$ cat config.mk
export PLATFORM = sky130hd
export DESIGN_NAME = coin_stream_tx_flat
export DESIGN_NICKNAME = d
export VERILOG_FILES = /design/src/rtl/coin_stream_tx_if.sv /design/src/rtl/coin_stream_tx.sv /design/src/flat_wrapper.sv
export SDC_FILE = /design/constraint.sdc
export NUM_CORES = 1
export LEC_CHECK = 0
export CAP_MARGIN = 20
export CORE_MARGIN = 5
export CORE_UTILIZATION = 50
export DETAILED_ROUTE_END_ITERATION = 8
export GPL_ROUTABILITY_DRIVEN = 1
export GPL_TIMING_DRIVEN = 0
export PLACE_DENSITY = 0.74
export SLEW_MARGIN = 20
export SYNTH_ARGS = -nofsm -noshare
export SYNTH_HDL_FRONTEND = slang
export SYNTH_SLANG_ARGS = --single-unit
export TNS_END_PERCENT = 5
$ cat constraint.sdc
create_clock -name CLK -period 3.1 [get_ports CLK]
set_input_delay 0.775 -clock CLK [delete_from_list [all_inputs] [get_ports CLK]]
set_output_delay 0.775 -clock CLK [all_outputs]
set_load 0.03 [all_outputs]
$ cat src/rtl/coin_stream_tx_if.sv
// coin_stream_tx_if: valid/ready coin-event handshake between the coin mech and the serial transmitter
interface coin_stream_tx_if;
  logic       coin_valid;
  logic [1:0] coin_code;
  logic       coin_ready;
  modport master(output coin_valid, coin_code, input coin_ready);
  modport slave(input coin_valid, coin_code, output coin_ready);
endinterface

$ cat src/rtl/coin_stream_tx.sv
// coin_stream_tx: buffers coin events in a FIFO and serializes each one as a 5-bit frame on a
module coin_stream_tx #(
  parameter int DEPTH      = 4,
  parameter int BIT_CYCLES = 1
) (
  input  logic                         CLK,
  input  logic                         RST,
  coin_stream_tx_if.slave              cin,
  output logic                         a,
  output logic                         busy,
  output logic [$clog2(DEPTH+1)-1:0]   fifo_count,
  output logic                         bad_coin,
  output logic [7:0]                   frame_cnt
);
  localparam int CW = $clog2(DEPTH + 1);
  localparam int PW = $clog2(DEPTH);
  localparam int BW = BIT_CYCLES > 1 ? $clog2(BIT_CYCLES) : 1;
  typedef enum logic [2:0] {IDLE, START, D1, D0, PAR, STOP} state_t;
  state_t        state;
  logic [1:0]    mem [DEPTH];
  logic [PW-1:0] wp, rp;
  logic [BW-1:0] bit_cnt;
  logic [1:0]    code;
  logic          take, push, last, pop;
  always_comb begin
    cin.coin_ready = !RST && fifo_count != CW'(DEPTH);
    take           = cin.coin_valid && cin.coin_ready;
    push           = take && cin.coin_code != 2'b00;
    last           = bit_cnt == BW'(BIT_CYCLES - 1);
    pop            = fifo_count != '0 && (state == IDLE || (state == STOP && last));
    busy           = state != IDLE;
  end
  always_ff @(posedge CLK) begin
    if (RST) begin
      state      <= IDLE;
      a          <= 1'b0;
      wp         <= '0;
      rp         <= '0;
      fifo_count <= '0;
      bad_coin   <= 1'b0;
      frame_cnt  <= '0;
      bit_cnt    <= '0;
      code       <= '0;
    end else begin
      bad_coin   <= take && cin.coin_code == 2'b00;
      fifo_count <= fifo_count + CW'(push) - CW'(pop);
      if (push) begin
        mem[wp] <= cin.coin_code;
        wp      <= wp + 1'b1;
      end
      if (pop) begin
        code <= mem[rp];
        rp   <= rp + 1'b1;
      end
      if (state != IDLE)
        bit_cnt <= last ? '0 : bit_cnt + 1'b1;
      // IDLE leaves on a pop; every other state advances when its bit time expires
      if (state == IDLE ? pop : last) begin
        case (state)
          IDLE, STOP: begin
            state <= pop ? START : IDLE;
            a     <= pop;
          end
          START: begin
            state <= D1;
            a     <= code[1];
          end
          D1: begin
            state <= D0;
            a     <= code[0];
          end
          D0: begin
            state <= PAR;
            a     <= ^code;
          end
          PAR: begin
            state <= STOP;
            a     <= 1'b0;
          end
          default: begin
            state <= IDLE;
            a     <= 1'b0;
          end
        endcase
        if (state == STOP)
          frame_cnt <= frame_cnt + 1'b1;
      end
    end
  end
endmodule

$ cat src/flat_wrapper.sv
// flat-port wrapper written by rule: the top's interface ports become plain ports
module coin_stream_tx_flat 
#(
  parameter int DEPTH      = 4,
  parameter int BIT_CYCLES = 1
)
  (CLK, RST, a, busy, fifo_count, bad_coin, frame_cnt, cin_coin_valid, cin_coin_code, cin_coin_ready);
  coin_stream_tx_if cin_i ();
  input  logic CLK;
  input  logic RST;
  output logic a;
  output logic busy;
  output logic [$clog2(DEPTH+1)-1:0] fifo_count;
  output logic bad_coin;
  output logic [7:0] frame_cnt;
  input wire logic [$bits(cin_i.coin_valid)-1:0] cin_coin_valid;
  input wire logic [$bits(cin_i.coin_code)-1:0] cin_coin_code;
  output wire logic [$bits(cin_i.coin_ready)-1:0] cin_coin_ready;
  assign cin_i.coin_valid = cin_coin_valid;
  assign cin_i.coin_code = cin_coin_code;
  assign cin_coin_ready = cin_i.coin_ready;
  coin_stream_tx #(.DEPTH(DEPTH), .BIT_CYCLES(BIT_CYCLES)) u_core (.CLK(CLK), .RST(RST), .cin(cin_i), .a(a), .busy(busy), .fifo_count(fifo_count), .bad_coin(bad_coin), .frame_cnt(frame_cnt));
endmodule
==> metrics.cfg, run 1 <==
[outcome]
status = completed

[sta]
grt_setup_unrepaired = no
fin_skew_ns = 0.00590
finalSetupTns_ns = 0
fin_hold_ws_ns = 0.490
period_share = 0.891
fmax_mhz = 362
worst_slew_pin_slew_ns = 0.511
drv_slew = 0
period_minus_slack_ns = 2.76
finalHoldViolations = 0
slew_headroom = 0.656
setup_violations = 0

[placement]
dp.cells = 189
portBuffers = 18
dp_hpwl_um = 2040
finalWeightedCongestion = 0.816

[cells_and_area]
fin_nets = 178
mostFrequentLayoutCells = dfxtp_1 (22), clkdlybuf4s50_1 (18), a21oi_1 (10)
drive_above_1_share = 0.120
antennaDiodeCount = 0
syn2layout_area_growth_pct = 19.0
finalCoreUtilization = 0.629
final_common_cell = dfxtp_1
stdcell_count = 197

[power]
clkPwrFrac = 0.184
power_mw = 1.32
p_leak_nw = 0.683
seqPwrFrac = 0.401
ir_drop_v = 0.000788
p_int_mw = 0.836
p_sw_mw = 0.487
swShare = 0.368
comb_power_share = 0.415
cellPowerDensity_mw_per_mm2 = 756

[clocking]
cts_sinks = 30
cts_buffer_depth = 2
cts_tree = yes
htreeDepth = 2
clk_latency_ns = 0.32
ctsHoldBuffers = 0
cts_setup_buffers = 0
clk_pin_slew_ns = 0.09
cts_root_buffer = clkbuf_4
cts_buffers = 5
ctsResizeCount = 0

[routing]
wl_per_cell_um = 14.0
wl_met1_um = 1200
routed_wl_um = 2770
firstDrtPassIters = 4
drt_iter0_drc = 49
vias = 1146
viasPerCell = 5.82
remaining_drc_errors = 0
wl_met2_um = 1370
ant_nets = 0
wl_met3_um = 139
top_layer_used = met4

[grt]
antenna_found_initial = 0
grt_pass1_wl_um = 4690
grt_usage = 0.144
grt_max_degree = 11
grt_overflow = 0
grt_pass1_vias = 1054

[logic_synthesis]
syn_area_per_cell_um2 = 10.5
synth-seq-cells = 30
yosysTopAreaCellShare = 0.299
ys_seq_area_frac = 0.463
yosys.area_share.simple = 0.197
synthMuxAreaShare = 0.0374
ys_async_sr_fraction = 0
netlist_area_mm2 = 0.00147
synth_flop_cell = dfxtp_1
synth_fa_ha_area_frac = 0.0731
ys_warn_count = 0
syn_inst = 140
synth.area.top_cells = dfxtp_1 (30%), edfxtp_1 (16%), ha_1 (6.0%), a21oi_1 (3.4%), mux4_2 (3.1%)
synth_xor_area_frac = 0.0476
synth_top_area_cell = dfxtp_1
synth_compound_area_frac = 0.133
synthDistinctLibCells = 43
synth_top_family_by_area = simple AND/OR/NAND/NOR gates
synth_edf_count = 8
syn-num-nets = 153

[run]
maxCapViolCount = 0

[setup_path]
critPathTopFamily = buffers and inverters
worst_path_max_delay_cell = clkdlybuf4s50_1
crit_path_start_kind = flip-flop
r2r-end = u_core.fifo_count[2]$_SDFF_PP0_
reg2reg_slack_ns = 0.76
crit_fanout = 10
endpoint = busy
cp.buffers_inverters = 2
r2r_start = u_core.fifo_count[1]$_SDFF_PP0_
rr_worst_depth = 9
slowest_delay_ns = 0.60
path_class = reg -> out
cp.arrival_ns = 1.99
crit_start = u_core.state[1]$_SDFFE_PP0N_
timing.critical_path.cells = clkbuf_1 > or3_2 > clkdlybuf4s50_1
cp_num_cells = 3
end_kind = output pin
required_ns = 2.32

[floorplanning]
dieWidth_um = 64.2
fp-row-count = 19
core_mm2 = 0.00278
die_h_um = 64.2
dieArea_mm2 = 0.00413
ios = 20
initial_utilization = 0.529

[hold_path]
hp-class = reg -> reg

[metrics by stage]
stage / setup slack (ns) / instance area [µm²]
after floorplan: 0.845 / 1470
after global placement: 0.193 / 1690
after detailed placement: 0.170 / 1690
after CTS: 0.317 / 1750
after global routing: 0.213 / 1750
final: 0.339 / 1750
[worst reg2reg max path, cell delays in order (launching register included)]
cell     delay, ns
dfxtp_1       0.39
nor3_2        0.45
nor3_1        0.14
ha_1          0.30
inv_1         0.04
ha_1          0.18
fa_1          0.38
xnor2_1       0.17
xnor2_1       0.13
nor2_1        0.05
[sequential cells by signal (all words and copies together) (netlist names)]
name / flops
u_core.frame_cnt: 8
u_core.mem: 8
u_core.fifo_count: 3
u_core.state: 3
u_core.code: 2
u_core.rp: 2
u_core.wp: 2
u_core.a: 1
u_core.bad_coin: 1
[cells in the mapped netlist, drive strengths merged (2+ instances only)]
master,number
o311a,2
nor2b,2
clkbuf,2
a21o,2
inv,9
dfxtp,22
nand3b,2
nor2,9
mux4,2
or4,4
ha,7
xnor2,5
nand4,3
nor3,5
and2,4
xor2,3
o31ai,6
nand2,4
nand3,3
a21oi,10
edfxtp,8
or3,4
o21ai,3
buf,4
o21a,2
[cell type report]
class | instances | area, µm²
fill | 232 | 1030
multi-input combinational | 95 | 718
sequential | 30 | 681
timing repair buffer | 18 | 180
clock buffer | 7 | 55.1
buffer | 6 | 38.8
tap | 31 | 38.8
inverter | 9 | 33.8
clock inverter | 1 | 5.00
[power groups by stage]
stage | clock, mW | combinational (mW) | sequential, mW
2_1_floorplan | 0 | 0.385 | 0.564
3_3_place_gp | 0 | 0.543 | 0.538
3_5_place_dp | 0 | 0.556 | 0.541
4_1_cts | 0.248 | 0.559 | 0.533
5_1_grt | 0.275 | 0.628 | 0.541
6_report | 0.243 | 0.550 | 0.531
[routing by layer]
metal	global-route usage	vias up
met2	0.234	29
met4	0.0662	0
met1	0.174	546
met5	0	-
li1	-	565
met3	0.0420	6
[worst min path at each step]
stage / slack, ns / cells past startpoint / from / endpoint
4_1_cts: 0.49 / 2 / u_core.frame_cnt[7]$_SDFFE_PP0P_ / u_core.frame_cnt[7]$_SDFFE_PP0P_
5_1_grt: 0.52 / 2 / u_core.frame_cnt[7]$_SDFFE_PP0P_ / u_core.frame_cnt[7]$_SDFFE_PP0P_
3_5_place_dp: 0.48 / 2 / u_core.frame_cnt[7]$_SDFFE_PP0P_ / u_core.frame_cnt[7]$_SDFFE_PP0P_
3_3_place_gp: 0.47 / 2 / u_core.frame_cnt[7]$_SDFFE_PP0P_ / u_core.frame_cnt[7]$_SDFFE_PP0P_
2_1_floorplan: 0.48 / 2 / u_core.wp[0]$_SDFFE_PP0N_ / u_core.wp[0]$_SDFFE_PP0N_
6_report: 0.49 / 2 / u_core.frame_cnt[7]$_SDFFE_PP0P_ / u_core.frame_cnt[7]$_SDFFE_PP0P_
[logic make-up (layout without fill, tap and decap cells)]
family          after synthesis  in the layout
mux                           3              3
xor+xnor                      8              8
flops                        30             30
compound gates               29             29
simple gates                 47             47
fa+ha+maj                     8              8
buf+inv                      15             41
No activity file was read; power rests on OpenSTA's default activity.
==> run 2: changes to the inputs <==
--- a/config.mk
+++ b/config.mk
@@ -12,7 +12,6 @@
 export GPL_ROUTABILITY_DRIVEN = 1
 export GPL_TIMING_DRIVEN = 0
 export PLACE_DENSITY = 0.74
-export SLEW_MARGIN = 20
 export SYNTH_ARGS = -nofsm -noshare
 export SYNTH_HDL_FRONTEND = slang
 export SYNTH_SLANG_ARGS = --single-unit
==> results of run 2 <==
No change in the layout: final DEF, timing and power equal those of run 1.
==> RTL change (config.mk and constraints of run 2) <==
Put one more register stage on the output `frame_cnt`, without a reset. The value now appears one clock later. The other outputs are not delayed to match.
--- a/src/rtl/coin_stream_tx.sv
+++ b/src/rtl/coin_stream_tx.sv
@@ -17,4 +17,6 @@
   localparam int BW = BIT_CYCLES > 1 ? $clog2(BIT_CYCLES) : 1;
   typedef enum logic [2:0] {IDLE, START, D1, D0, PAR, STOP} state_t;
+
+  logic [7:0] frame_cnt_s0;
   state_t        state;
   logic [1:0]    mem [DEPTH];
@@ -39,5 +41,5 @@
       fifo_count <= '0;
       bad_coin   <= 1'b0;
-      frame_cnt  <= '0;
+      frame_cnt_s0 <= '0;
       bit_cnt    <= '0;
       code       <= '0;
@@ -84,8 +86,12 @@
         endcase
         if (state == STOP)
-          frame_cnt <= frame_cnt + 1'b1;
+          frame_cnt_s0 <= frame_cnt_s0 + 1'b1;
       end
     end
   end
+  always_ff @(posedge CLK) begin
+    frame_cnt <= frame_cnt_s0;
+  end
+
 endmodule
 
Behaviour: not the same (a bounded check fails within 10 cycles, from zero or initial values and one cycle with RST high).
==> RTL change against run 2 <==
Synthesized cell count grew 9.3%; hold slack lost 120 ps; count of clock-buffer cells in the layout is the same; synthesized area grew 13%; worst setup slack lost 51 ps; routed wire length grew 11%; clock power grew 8.2%; largest cell class is now sequential cells; design area grew 12%; via count grew 5.1%; sequential cell count grew 8; total power grew 12%; utilization shrank 3.1 points; clock skew grew 7.4 ps.
==> RTL change: results (changes against run 2) <==
outcome=finished, final reports clean; post-synthesis xor/xnor area fraction=0.03151 (-0.01611); gpl congestion=0.8227 (+0.85%); Power Total=1487 uW (+12%); Cell variety after synth=44 (+2.3%); DR WL met2=1525 um (+11%); placed insts=217 (+15%); r2r setup slk=610 ps (-150 ps); Largest regs=u_core.frame_cnt: 8 flops, u_core.frame_cnt_s0: 8 flops, u_core.mem: 8 flops; Buffers, non-clock=25 (+4.2%); clock share of power=0.177 (-0.007); multi-input gates=97 (+2.1%); sequential cell area fraction in the yosys report=0.5041 (+0.04154); hold path depth=0 (-2); clk slew on worst S/H paths=110 ps (+20 ps); Non-clock buffers, area share=0.1114 (-0.01370); Non-clk invs=11 (+2); Hold Crit Start=u_core.frame_cnt_s0[7]$_SDFFE_PP0P_; Final nets=191 (+7.3%); Final clock-cell share=0.03055 (-0.003756); first-pass GRT wire length=5340 um (+14%); HPWL Detailed=2274 um (+11%); P_sw=542.5 uW (+11%); vias per cell=5.351 (-8.0%); Crit path arrival time=2040 ps (+50 ps); CP peak stage delay=660 ps (+60 ps); met3 wire length=128 um (-7.9%); First DRT Iteration DRCs=36 (-27%); total track usage=0.1609 (+0.01695); LEAKAGE=0.0007752 uW (+13%); FFs & Latches=38 (+27%); final cell count without fillers=225 (+14%); Slew @ Worst Pin=587.2 ps (+76.40 ps); synth cell count leaders=dfxtp_1 (30), a21oi_1 (11), inv_1 (11); Clock Latency Late Sink=340 ps (+20 ps); syn_nets=166 (+8.5%); pwr/cell area=756.6 mW/mm2 (about the same); Seq. cell area=840.8 um2 (+24%)
==> RTL change: changes by cell type after synthesis, moves of 2 or more <==
| cell | change |
|---|---|
| inv_1 | +2 |
| o311a_1 | -2 |
| or3_2 | -3 |
| a21boi_0 | +2 |
| o31ai_1 | +2 |
| a31oi_1 | +2 |
| a21o_1 | -2 |
| nand4_1 | +2 |
| nor2_1 | -2 |
| dfxtp_1 | +8 |
==> RTL change: through the flow <==
step,util,hold slack (ps),setup slack [ps]
2_1_floorplan,-,343.7,689.6
3_3_place_gp,0.5802,350.2,206.9
3_5_place_dp,0.5802,354.7,156.0
4_1_cts,0.5985,370.7,288.4
5_1_grt,0.5985,387.0,140.0
6_report,0.5985,372.2,287.9
==> RTL change: layer usage <==
metal	vias up	track usage
li1	603	-
met1	572	0.1896
met2	22	0.2612
met3	7	0.05491
met4	0	0.07595
met5	-	0
